File: config.mk
export PLATFORM = sky130hd
export DESIGN_NAME = cpu_control_sequencer
export DESIGN_NICKNAME = d
export VERILOG_FILES = /design/src/rtl/cpu_ctrl_pkg.sv /design/src/rtl/cpu_opcode_decode.sv /design/src/rtl/cpu_control_sequencer.sv
export SDC_FILE = /design/constraint.sdc
export NUM_CORES = 1
export LEC_CHECK = 0
export CAP_MARGIN = 30
export CORE_UTILIZATION = 35
export CTS_CLUSTER_DIAMETER = 80
export DETAILED_ROUTE_END_ITERATION = 10
export PLACE_DENSITY = 0.72
export RECOVER_POWER = 100
export SETUP_SLACK_MARGIN = 0.02
export SLEW_MARGIN = 20
export SYNTH_ARGS = -nofsm -noshare
export SYNTH_HDL_FRONTEND = slang
export SYNTH_SLANG_ARGS = --single-unit
File: constraint.sdc
create_clock -name clock -period 1.7 [get_ports clock]
set_clock_uncertainty 0.05 [all_clocks]
set_input_delay 0.255 -clock clock [delete_from_list [all_inputs] [get_ports clock]]
set_output_delay 0.255 -clock clock [all_outputs]
set_load 0.005 [all_outputs]
File: src/rtl/cpu_ctrl_pkg.sv
// Shared constants for the single-bus CPU control sequencer: opcodes, ALU codes,
// FSM states, instruction classes and fault codes.
package cpu_ctrl_pkg;

    localparam logic [4:0] OPC_ADD  = 5'b00011;
    localparam logic [4:0] OPC_SUB  = 5'b00100;
    localparam logic [4:0] OPC_AND  = 5'b00101;
    localparam logic [4:0] OPC_OR   = 5'b00110;
    localparam logic [4:0] OPC_SHR  = 5'b00111;
    localparam logic [4:0] OPC_SHRA = 5'b01000;
    localparam logic [4:0] OPC_SHL  = 5'b01001;
    localparam logic [4:0] OPC_ROR  = 5'b01010;
    localparam logic [4:0] OPC_ROL  = 5'b01011;
    localparam logic [4:0] OPC_MUL  = 5'b01111;
    localparam logic [4:0] OPC_DIV  = 5'b10000;
    localparam logic [4:0] OPC_NEG  = 5'b10001;
    localparam logic [4:0] OPC_NOT  = 5'b10010;
    localparam logic [4:0] OPC_NOP  = 5'b11010;
    localparam logic [4:0] OPC_HALT = 5'b11011;

    localparam logic [3:0] CTRL_ALU_PASS = 4'd0;
    localparam logic [3:0] CTRL_ALU_ADD  = 4'd1;
    localparam logic [3:0] CTRL_ALU_SUB  = 4'd2;
    localparam logic [3:0] CTRL_ALU_AND  = 4'd3;
    localparam logic [3:0] CTRL_ALU_OR   = 4'd4;
    localparam logic [3:0] CTRL_ALU_SHR  = 4'd5;
    localparam logic [3:0] CTRL_ALU_SHRA = 4'd6;
    localparam logic [3:0] CTRL_ALU_SHL  = 4'd7;
    localparam logic [3:0] CTRL_ALU_ROR  = 4'd8;
    localparam logic [3:0] CTRL_ALU_ROL  = 4'd9;
    localparam logic [3:0] CTRL_ALU_MUL  = 4'd10;
    localparam logic [3:0] CTRL_ALU_DIV  = 4'd11;
    localparam logic [3:0] CTRL_ALU_NEG  = 4'd12;
    localparam logic [3:0] CTRL_ALU_NOT  = 4'd13;

    localparam logic [1:0] FAULT_NONE    = 2'd0;
    localparam logic [1:0] FAULT_ILLEGAL = 2'd1;
    localparam logic [1:0] FAULT_TIMEOUT = 2'd2;

    typedef enum logic [3:0] {
        ST_IDLE      = 4'd0,
        ST_T0        = 4'd1,
        ST_T1        = 4'd2,
        ST_T2        = 4'd3,
        ST_T3        = 4'd4,
        ST_T4        = 4'd5,
        ST_T5        = 4'd6,
        ST_T6        = 4'd7,
        ST_HALT      = 4'd8,
`ifdef CTRL_SINGLE_STEP_EN
        ST_FAULT     = 4'd9,
        ST_STEP_WAIT = 4'd10
`else
        ST_FAULT     = 4'd9
`endif
    } ctrl_state_t;

    typedef enum logic [2:0] {
        CLS_TWO_OP  = 3'd0,
        CLS_UNARY   = 3'd1,
        CLS_MULDIV  = 3'd2,
        CLS_NOP     = 3'd3,
        CLS_HALT    = 3'd4,
        CLS_ILLEGAL = 3'd5
    } instr_class_t;

endpackage

File: src/rtl/cpu_opcode_decode.sv
// Combinational opcode decode: 5-bit opcode field to instruction class and ALU code.
module cpu_opcode_decode
    import cpu_ctrl_pkg::*;
(
    input  logic [4:0]   opcode,
    output instr_class_t instr_class,
    output logic [3:0]   alu_op
);

    always_comb begin
        instr_class = CLS_ILLEGAL;
        alu_op      = CTRL_ALU_PASS;
        case (opcode)
            OPC_ADD:  begin instr_class = CLS_TWO_OP; alu_op = CTRL_ALU_ADD;  end
            OPC_SUB:  begin instr_class = CLS_TWO_OP; alu_op = CTRL_ALU_SUB;  end
            OPC_AND:  begin instr_class = CLS_TWO_OP; alu_op = CTRL_ALU_AND;  end
            OPC_OR:   begin instr_class = CLS_TWO_OP; alu_op = CTRL_ALU_OR;   end
            OPC_SHR:  begin instr_class = CLS_TWO_OP; alu_op = CTRL_ALU_SHR;  end
            OPC_SHRA: begin instr_class = CLS_TWO_OP; alu_op = CTRL_ALU_SHRA; end
            OPC_SHL:  begin instr_class = CLS_TWO_OP; alu_op = CTRL_ALU_SHL;  end
            OPC_ROR:  begin instr_class = CLS_TWO_OP; alu_op = CTRL_ALU_ROR;  end
            OPC_ROL:  begin instr_class = CLS_TWO_OP; alu_op = CTRL_ALU_ROL;  end
            OPC_MUL:  begin instr_class = CLS_MULDIV; alu_op = CTRL_ALU_MUL;  end
            OPC_DIV:  begin instr_class = CLS_MULDIV; alu_op = CTRL_ALU_DIV;  end
            OPC_NEG:  begin instr_class = CLS_UNARY;  alu_op = CTRL_ALU_NEG;  end
            OPC_NOT:  begin instr_class = CLS_UNARY;  alu_op = CTRL_ALU_NOT;  end
            OPC_NOP:  instr_class = CLS_NOP;
            OPC_HALT: instr_class = CLS_HALT;
            default:  instr_class = CLS_ILLEGAL;
        endcase
    end

endmodule

File: src/rtl/cpu_control_sequencer.sv
// Hardwired Moore control unit for the single-bus CPU datapath (fetch, decode, ALU sequencing).
// Define CTRL_SINGLE_STEP_EN to add the step input and the STEP_WAIT park state.
module cpu_control_sequencer
    import cpu_ctrl_pkg::*;
#(
    parameter int IR_WIDTH    = 32,
    parameter int OPC_MSB     = 31,
    parameter int MEM_TIMEOUT = 255
) (
    input  logic                clock,
    input  logic                clear,
`ifdef CTRL_SINGLE_STEP_EN
    input  logic                step,
`endif
    input  logic                run,
    input  logic                mem_ready,
    input  logic [IR_WIDTH-1:0] IR,
    output logic                PCout,
    output logic                Zlowout,
    output logic                Zhighout,
    output logic                MDRout,
    output logic                MARin,
    output logic                MDRin,
    output logic                IRin,
    output logic                Yin,
    output logic                Zin,
    output logic                PCin,
    output logic                LOin,
    output logic                HIin,
    output logic                IncPC,
    output logic                Read,
    output logic                Gra,
    output logic                Grb,
    output logic                Grc,
    output logic                Rin,
    output logic                Rout,
    output logic [3:0]          alu_op,
    output logic                done,
    output logic                halted,
    output logic [1:0]          fault
);

    localparam int CNT_W = $clog2(MEM_TIMEOUT + 1);

    ctrl_state_t  state;
    ctrl_state_t  after_done;
    instr_class_t op_class;
    instr_class_t dec_class;
    logic [3:0]   op_alu;
    logic [3:0]   dec_alu;
    logic [1:0]   fault_r;
    logic [CNT_W-1:0] tmo_cnt;
    logic         start_ok;
    logic         unused_ir;

    assign unused_ir = ^IR;

    cpu_opcode_decode u_decode (
        .opcode      (IR[OPC_MSB -: 5]),
        .instr_class (dec_class),
        .alu_op      (dec_alu)
    );

    always_comb begin
`ifdef CTRL_SINGLE_STEP_EN
        after_done = ST_STEP_WAIT;
        start_ok   = run && step;
`else
        after_done = run ? ST_T0 : ST_IDLE;
        start_ok   = run;
`endif
    end

    always_ff @(posedge clock) begin
        if (clear) begin
            state    <= ST_IDLE;
            op_class <= CLS_NOP;
            op_alu   <= CTRL_ALU_PASS;
            fault_r  <= FAULT_NONE;
            tmo_cnt  <= '0;
        end else begin
            case (state)
                ST_IDLE: if (start_ok) state <= ST_T0;
                ST_T0: begin
                    state   <= ST_T1;
                    tmo_cnt <= '0;
                end
                // The MEM_TIMEOUT-th consecutive stalled T1 cycle is the last one.
                ST_T1: begin
                    if (mem_ready) begin
                        state   <= ST_T2;
                        tmo_cnt <= '0;
                    end else if (tmo_cnt == CNT_W'(MEM_TIMEOUT - 1)) begin
                        state   <= ST_FAULT;
                        fault_r <= FAULT_TIMEOUT;
                    end else begin
                        tmo_cnt <= tmo_cnt + CNT_W'(1);
                    end
                end
                ST_T2: begin
                    op_class <= dec_class;
                    op_alu   <= dec_alu;
                    case (dec_class)
                        CLS_HALT:    state <= ST_HALT;
                        CLS_ILLEGAL: begin
                            state   <= ST_FAULT;
                            fault_r <= FAULT_ILLEGAL;
                        end
                        default:     state <= ST_T3;
                    endcase
                end
                ST_T3: state <= (op_class == CLS_NOP)    ? after_done : ST_T4;
                ST_T4: state <= (op_class == CLS_UNARY)  ? after_done : ST_T5;
                ST_T5: state <= (op_class == CLS_TWO_OP) ? after_done : ST_T6;
                ST_T6: state <= after_done;
`ifdef CTRL_SINGLE_STEP_EN
                ST_STEP_WAIT: if (step && run) state <= ST_T0;
`endif
                ST_HALT:  state <= ST_HALT;
                ST_FAULT: state <= ST_FAULT;
                default:  state <= ST_IDLE;
            endcase
        end
    end

    always_comb begin
        {PCout, Zlowout, Zhighout, MDRout} = '0;
        {MARin, MDRin, IRin, Yin, Zin, PCin, LOin, HIin, IncPC, Read} = '0;
        {Gra, Grb, Grc, Rin, Rout} = '0;
        alu_op = CTRL_ALU_PASS;
        done   = 1'b0;
        halted = (state == ST_HALT) || (state == ST_FAULT);
        fault  = fault_r;
        case (state)
            ST_T0: {PCout, MARin, IncPC, Zin} = '1;
            ST_T1: {Zlowout, PCin, Read, MDRin} = '1;
            ST_T2: {MDRout, IRin} = '1;
            ST_T3: begin
                case (op_class)
                    CLS_TWO_OP: {Grb, Rout, Yin} = '1;
                    CLS_UNARY: begin
                        {Grb, Rout, Zin} = '1;
                        alu_op = op_alu;
                    end
                    CLS_MULDIV: {Gra, Rout, Yin} = '1;
                    default:    done = 1'b1;
                endcase
            end
            ST_T4: begin
                case (op_class)
                    CLS_UNARY: {Zlowout, Gra, Rin, done} = '1;
                    CLS_MULDIV: begin
                        {Grb, Rout, Zin} = '1;
                        alu_op = op_alu;
                    end
                    default: begin
                        {Grc, Rout, Zin} = '1;
                        alu_op = op_alu;
                    end
                endcase
            end
            ST_T5: begin
                if (op_class == CLS_MULDIV) {Zlowout, LOin} = '1;
                else                        {Zlowout, Gra, Rin, done} = '1;
            end
            ST_T6: {Zhighout, HIin, done} = '1;
            default: ;
        endcase
    end

endmodule

==> reports/qor.csv, run 1 <==
metric,value,unit
status,"finished, violations left",
failing checks,setup timing,
synthesized netlist cell count,222,
Vias/cell,5.58,
GRT overflow,0,
"commonest non-fill, non-tap cells in the layout","buf_4 (49), buf_6 (39), dfxtp_1 (14)",
die height,71.6,µm
Min-Delay Path Class,reg2reg,
Worst Reg-to-Reg Cells,7,
"Arr. time, crit path",1.64,ns
DRC errors left,0,
HPWL after DPL,3610,µm
Total GRT Usage,0.222,
RSZ-0062 raised after global routing,yes,
wire length on met1,2390,µm
final core utilization,0.653,
top_reg_cell synth,dfxtp_1,
# IOs,63,
CP endpoint,Gra,
worst-path fanout max,5,
CP Launch Point,state[1]$_SDFFE_PP0P_,
min Tclk post-route,1.95,ns
# setup viols final,29,
ratio of cells with drive above 1 in the final layout,0.519,
die area,5130,µm²
CTS H-tree lvls,1,
Slew headroom,0.687,
"most common cell after layout, fill and taps aside",buf_4,
WS Path Type,reg2out,
met2 routed WL,3170,µm
hold slack,0.463,ns
num rows,24,
CTS tree,yes,
Crit. End Element,output pin,
DR WL met3,208,µm
Post-Syn Area per Cell,7.64,µm²
CTS Root Cell,clkbuf_8,
first-pass GRT wire length,9140,µm
placed cell areas,2370,µm²
clock-pin slew on the worst setup and hold paths,0.08,ns
sequential area share after synthesis,0.248,
syn_nets,260,
Post-Route WL,5980,µm
number of synthesized flops with an enable pin,0,
total CTS buffers,3,
Setup crit start kind,flop,
"crit path setup slack, layout",-0.249,ns
# Max-Cap Violations,0,
Crit Reg-Reg Endpoint,tmo_cnt[7]$_SDFFE_PP0P_,
setup TNS,-2.47,ns
YS warnings,0,
largest net degree at the start of global routing,12,
diodes inserted,0,
flop2flop setup slack,-0.09,ns
Port Buffer Count,35,
Netlist cell types,58,
final worst-path cycle share,1.15,
synthesized flop and latch total,21,
total power draw,3.01,mW
Initial Util,0.377,
Final Hold Viols,0,
Final nets,355,
FF-to-FF Start,state[0]$_SDFFE_PP0P_,
Max Freq,0.513,GHz
Die X,71.6,µm
vias in the first global route,2035,
Avg WL per Cell,16.2,µm
dpl ws,-0.304,ns
CORE AREA,4500,µm²
DR top layer,met4,
synth-to-layout area growth,73.5,%
first drt pass iteration count,4,
VDD IR-drop max,0.406,mV
pwr dens,1020,nW/µm²
Clock Sinks,21,
Leak Pwr,1.25,nW
DR vias,2053,
placed cells,338,
Post-Layout Inst Area,2940,µm²
clock tree buffer depth,2,
worst skew pair latency,0.26,ns
max-slew violation count,0,
antenna violations before repair,0,
final std cells w/o fill,368,
Worst Tran Pin Value,0.470,ns
DR iter-0 viols,85,
ANT nets after route,0,
async set-or-reset flop fraction in the synthesized netlist,0,
Mapped Area,1700,µm²
required time of the critical path,1.39,ns
GPL Wtd Cong,0.819,
-- worst max-delay path: stages (launching register included) --
cell and delay [ns]:
dfxtp_2 0.35, buf_6 0.14, nor4b_4 0.26, o21ai_1 0.10, a21oi_1 0.20, buf_4 0.15
a21o_1 0.08, buf_2 0.10
-- report_power, final --
group          leakage [nW]  total [mW]  switching, mW  internal (mW)
clock network        0.0228       0.330          0.163          0.167
registers             0.172       0.654         0.0838          0.570
logic                  1.06        2.03          0.911           1.12
-- cell usage after synthesis (2+ instances only) --
| library cell | count | share of area |
|---|---|---|
| mux2i_1 | 5 | 0.029 |
| o2111ai_1 | 2 | 0.010 |
| nor2b_1 | 4 | 0.015 |
| xnor2_1 | 6 | 0.031 |
| and3_1 | 2 | 0.0074 |
| buf_4 | 7 | 0.031 |
| or2_2 | 2 | 0.0074 |
| a21oi_1 | 18 | 0.053 |
| ha_1 | 2 | 0.015 |
| o22ai_1 | 2 | 0.0074 |
| and3b_1 | 2 | 0.010 |
| and2_1 | 4 | 0.015 |
| and4b_1 | 2 | 0.012 |
| buf_6 | 2 | 0.013 |
| clkbuf_1 | 10 | 0.022 |
| o21ai_0 | 12 | 0.035 |
| nand2b_1 | 14 | 0.052 |
| o211ai_1 | 5 | 0.022 |
| nand2_1 | 15 | 0.033 |
| nand4_1 | 3 | 0.011 |
| or3_1 | 3 | 0.011 |
| nor3_1 | 6 | 0.018 |
| a21bo_2 | 2 | 0.012 |
| a31oi_1 | 6 | 0.022 |
| inv_1 | 7 | 0.015 |
| nor3b_1 | 2 | 0.0088 |
| a21o_1 | 6 | 0.027 |
| nand3_1 | 6 | 0.018 |
| nor2_1 | 13 | 0.029 |
| buf_2 | 4 | 0.012 |
| dfxtp_1 | 21 | 0.25 |
-- state kept, by name, summed over array words and instances (netlist names) --
name	flops
tmo_cnt	8
op_alu	4
state	4
op_class	3
fault	2
-- worst min path at each step --
stage / start / endpoint / cells past startpoint
after detailed placement: fault[0]$_SDFFE_PP0P_ / fault[0]$_SDFFE_PP0P_ / 2
final: tmo_cnt[5]$_SDFFE_PP0P_ / tmo_cnt[5]$_SDFFE_PP0P_ / 2
after floorplan: tmo_cnt[7]$_SDFFE_PP0P_ / tmo_cnt[7]$_SDFFE_PP0P_ / 2
after global routing: tmo_cnt[7]$_SDFFE_PP0P_ / tmo_cnt[7]$_SDFFE_PP0P_ / 2
after global placement: fault[0]$_SDFFE_PP0P_ / fault[0]$_SDFFE_PP0P_ / 2
after CTS: fault[0]$_SDFFE_PP0P_ / fault[0]$_SDFFE_PP0P_ / 2
-- cell type report --
cell class	instances	area, µm²
Clock buffer	4	45.0
Fill cell	356	1560
Inverter	9	36.3
Multi-Input combinational cell	169	1370
Sequential cell	21	434
Tap cell	52	65.1
Timing Repair Buffer	113	996
-- metal layers --
metal,vias up,track usage
li1,986,-
met1,996,0.255
met2,53,0.421
met3,18,0.0197
met4,0,0.0893
met5,-,0
-- timing repair --
action	4_1_cts	5_1_grt
pin swaps	28	18
cloned	0	0
hold buffers	0	0
gates resized for setup	158	47
endpoints found under the setup margin	41	40
setup buffers	25	8
hold endpoints to repair	0	0
-- kinds of logic after synthesis --
| logic type | synth area share |
|---|---|
| adders and majority gates | 0.0147 |
| DFF | 0.248 |
| muxes | 0.0295 |
| AOI/OAI and AO/OA | 0.272 |
| xor gates and xnor gates | 0.0310 |
| and+or+nand+nor | 0.304 |
| buffers and inverters | 0.101 |
Note: power is estimated with default switching activity, not from simulation.
==> run 2: changes to the inputs <==
CTS_CLUSTER_DIAMETER = not set   (was 80)
==> results of run 2 <==
Final layout, timing and power as in run 1 (identical DEF).
==> run 3: changes to the inputs <==
CORE_UTILIZATION = 40   (was 35)
PLACE_DENSITY = 0.8   (was 0.72)
SLEW_MARGIN = not set   (was 20)
==> reports/qor.csv, run 3 (same netlist as run 1, synthesis figures left out) <==
metric,value,unit,change
DR iter-0 viols,95,,was 85
VDD IR-drop max,0.399,mV,was 0.406 mV
die area,4510,µm²,was 5130 µm²
placed cell areas,2370,µm²,about the same
Post-Route WL,6120,µm,was 5980 µm
Avg WL per Cell,16.9,µm,was 16.2 µm
Vias/cell,5.58,,about the same
"Arr. time, crit path",1.69,ns,was 1.64 ns
placed cells,334,,was 338
GRT overflow,0,,unchanged
ratio of cells with drive above 1 in the final layout,0.506,,was 0.519
fill cell count,283,,was 356
grt met3 use,0.0240,,was 0.0197
Max Freq,0.502,GHz,was 0.513 GHz
met2 Resource Use GR,0.453,,was 0.421
CTS H-tree lvls,1,,unchanged
"most common cell after layout, fill and taps aside",buf_4,,unchanged
Total GRT Usage,0.246,,was 0.222
antenna violations before repair,0,,unchanged
worst skew pair latency,0.27,ns,was 0.26 ns
M1 GR Usage,0.288,,was 0.255
Post-Layout Inst Area,2920,µm²,was 2940 µm²
Initial Util,0.421,,was 0.377
hold slack,0.454,ns,was 0.463 ns
Final Hold Viols,0,,unchanged
Min-Delay Path Class,reg2reg,,unchanged
final worst-path cycle share,1.17,,was 1.15
GPL Wtd Cong,0.907,,was 0.819
HPWL after DPL,3530,µm,was 3610 µm
pwr dens,1070,nW/µm²,was 1020 nW/µm²
final core utilization,0.726,,was 0.653
die height,67.1,µm,was 71.6 µm
# setup viols final,27,,was 29
total CTS buffers,3,,unchanged
clock tree buffer depth,2,,unchanged
Leak Pwr,1.23,nW,was 1.25 nW
"commonest non-fill, non-tap cells in the layout","buf_4 (50), buf_6 (32), dfxtp_1 (14)",,"was buf_4 (49), buf_6 (39), dfxtp_1 (14)"
Largest Register,tmo_cnt,,unchanged
"crit path setup slack, layout",-0.292,ns,was -0.249 ns
Crit. End Element,output pin,,unchanged
Final nets,351,,was 355
largest net degree at the start of global routing,12,,unchanged
setup TNS,-3.48,ns,was -2.47 ns
ANT nets after route,0,,unchanged
first-pass GRT wire length,8420,µm,was 9140 µm
Worst Tran Pin Value,0.367,ns,was 0.470 ns
num rows,23,,was 24
final std cells w/o fill,362,,was 368
CORE AREA,4030,µm²,was 4500 µm²
diodes inserted,0,,unchanged
RSZ-0062 raised after global routing,yes,,unchanged
min Tclk post-route,1.99,ns,was 1.95 ns
Clock Sinks,21,,unchanged
total power draw,3.12,mW,was 3.01 mW
DRC errors left,0,,unchanged
status,"finished, violations left",,unchanged
Die X,67.1,µm,was 71.6 µm
CTS Root Cell,clkbuf_8,,unchanged
Slew headroom,0.754,,was 0.687
DR vias,2020,,was 2053
WS Path Type,reg2out,,unchanged
clock-pin slew on the worst setup and hold paths,0.08,ns,about the same
first drt pass iteration count,4,,unchanged
Setup crit start kind,flop,,unchanged
max reg flops,8,,unchanged
failing checks,setup timing,,unchanged
top flop regs,"tmo_cnt x8, op_alu x4, state x4",,unchanged
dpl ws,-0.282,ns,was -0.304 ns
GR peak layer,met2,,unchanged
CTS tree,yes,,unchanged
synth-to-layout area growth,72.3,%,was 73.5%
# IOs,63,,unchanged
# Max-Cap Violations,0,,unchanged
max-slew violation count,0,,unchanged
required time of the critical path,1.39,ns,about the same
worst-path fanout max,5,,unchanged
vias in the first global route,1882,,was 2035
Port Buffer Count,35,,unchanged
[run 3: cell types whose count changed in the layout (fill, tap and decap cells not counted), sizes merged]
cell,change
inv,-1
dlygate4sd2,+1
clkbuf,-3
clkinv,+1
buf,-2
[run 3: worst paths after layout]
path         slack [ns]                      end                     from  cells past startpoint
max               -0.29                      Gra    state[0]$_SDFFE_PP0P_                      7
min                0.45  tmo_cnt[5]$_SDFFE_PP0P_  tmo_cnt[5]$_SDFFE_PP0P_                      2
max reg2reg       -0.21    state[0]$_SDFFE_PP0P_    state[0]$_SDFFE_PP0P_                      9
min reg2reg        0.45  tmo_cnt[5]$_SDFFE_PP0P_  tmo_cnt[5]$_SDFFE_PP0P_                      2
[run 3: cell type report]
class                   instances  area, µm²  area share
flip-flops and latches         21        439       0.150
repair buffers                109        965       0.330
clock buffers                   4       45.0      0.0154
inverters                       9       46.3      0.0158
multi-input cells             169       1370       0.467
well taps                      50       62.6      0.0214
[run 3: per-layer routing]
layer | up-vias | wire, µm
met1 | 975 | 2510
met2 | 55 | 3240
met5 | - | 0
li1 | 975 | -
met4 | 0 | 164
met3 | 15 | 198
[run 3: where the power goes]
group	switching [mW]	internal, mW	total [mW]
combinational	0.938	1.17	2.11
clock	0.174	0.168	0.341
sequential	0.0916	0.575	0.667
total	1.20	1.92	3.12
[run 3: what timing repair did]
item                                    4_1_cts  5_1_grt
hold buffers                                  0        0
endpoints found under the setup margin       39       38
cloned                                        2        0
pin swaps                                    27       23
gates resized for setup                     148       53
buffers inserted                             20       12
[run 3: worst max-delay path, stage by stage, from the launching register on]
cell     delay, ns
dfxtp_4       0.40
buf_12        0.13
and2b_2       0.24
o21ai_1       0.13
a21oi_1       0.10
buf_4         0.14
a21o_1        0.14
buf_2         0.12
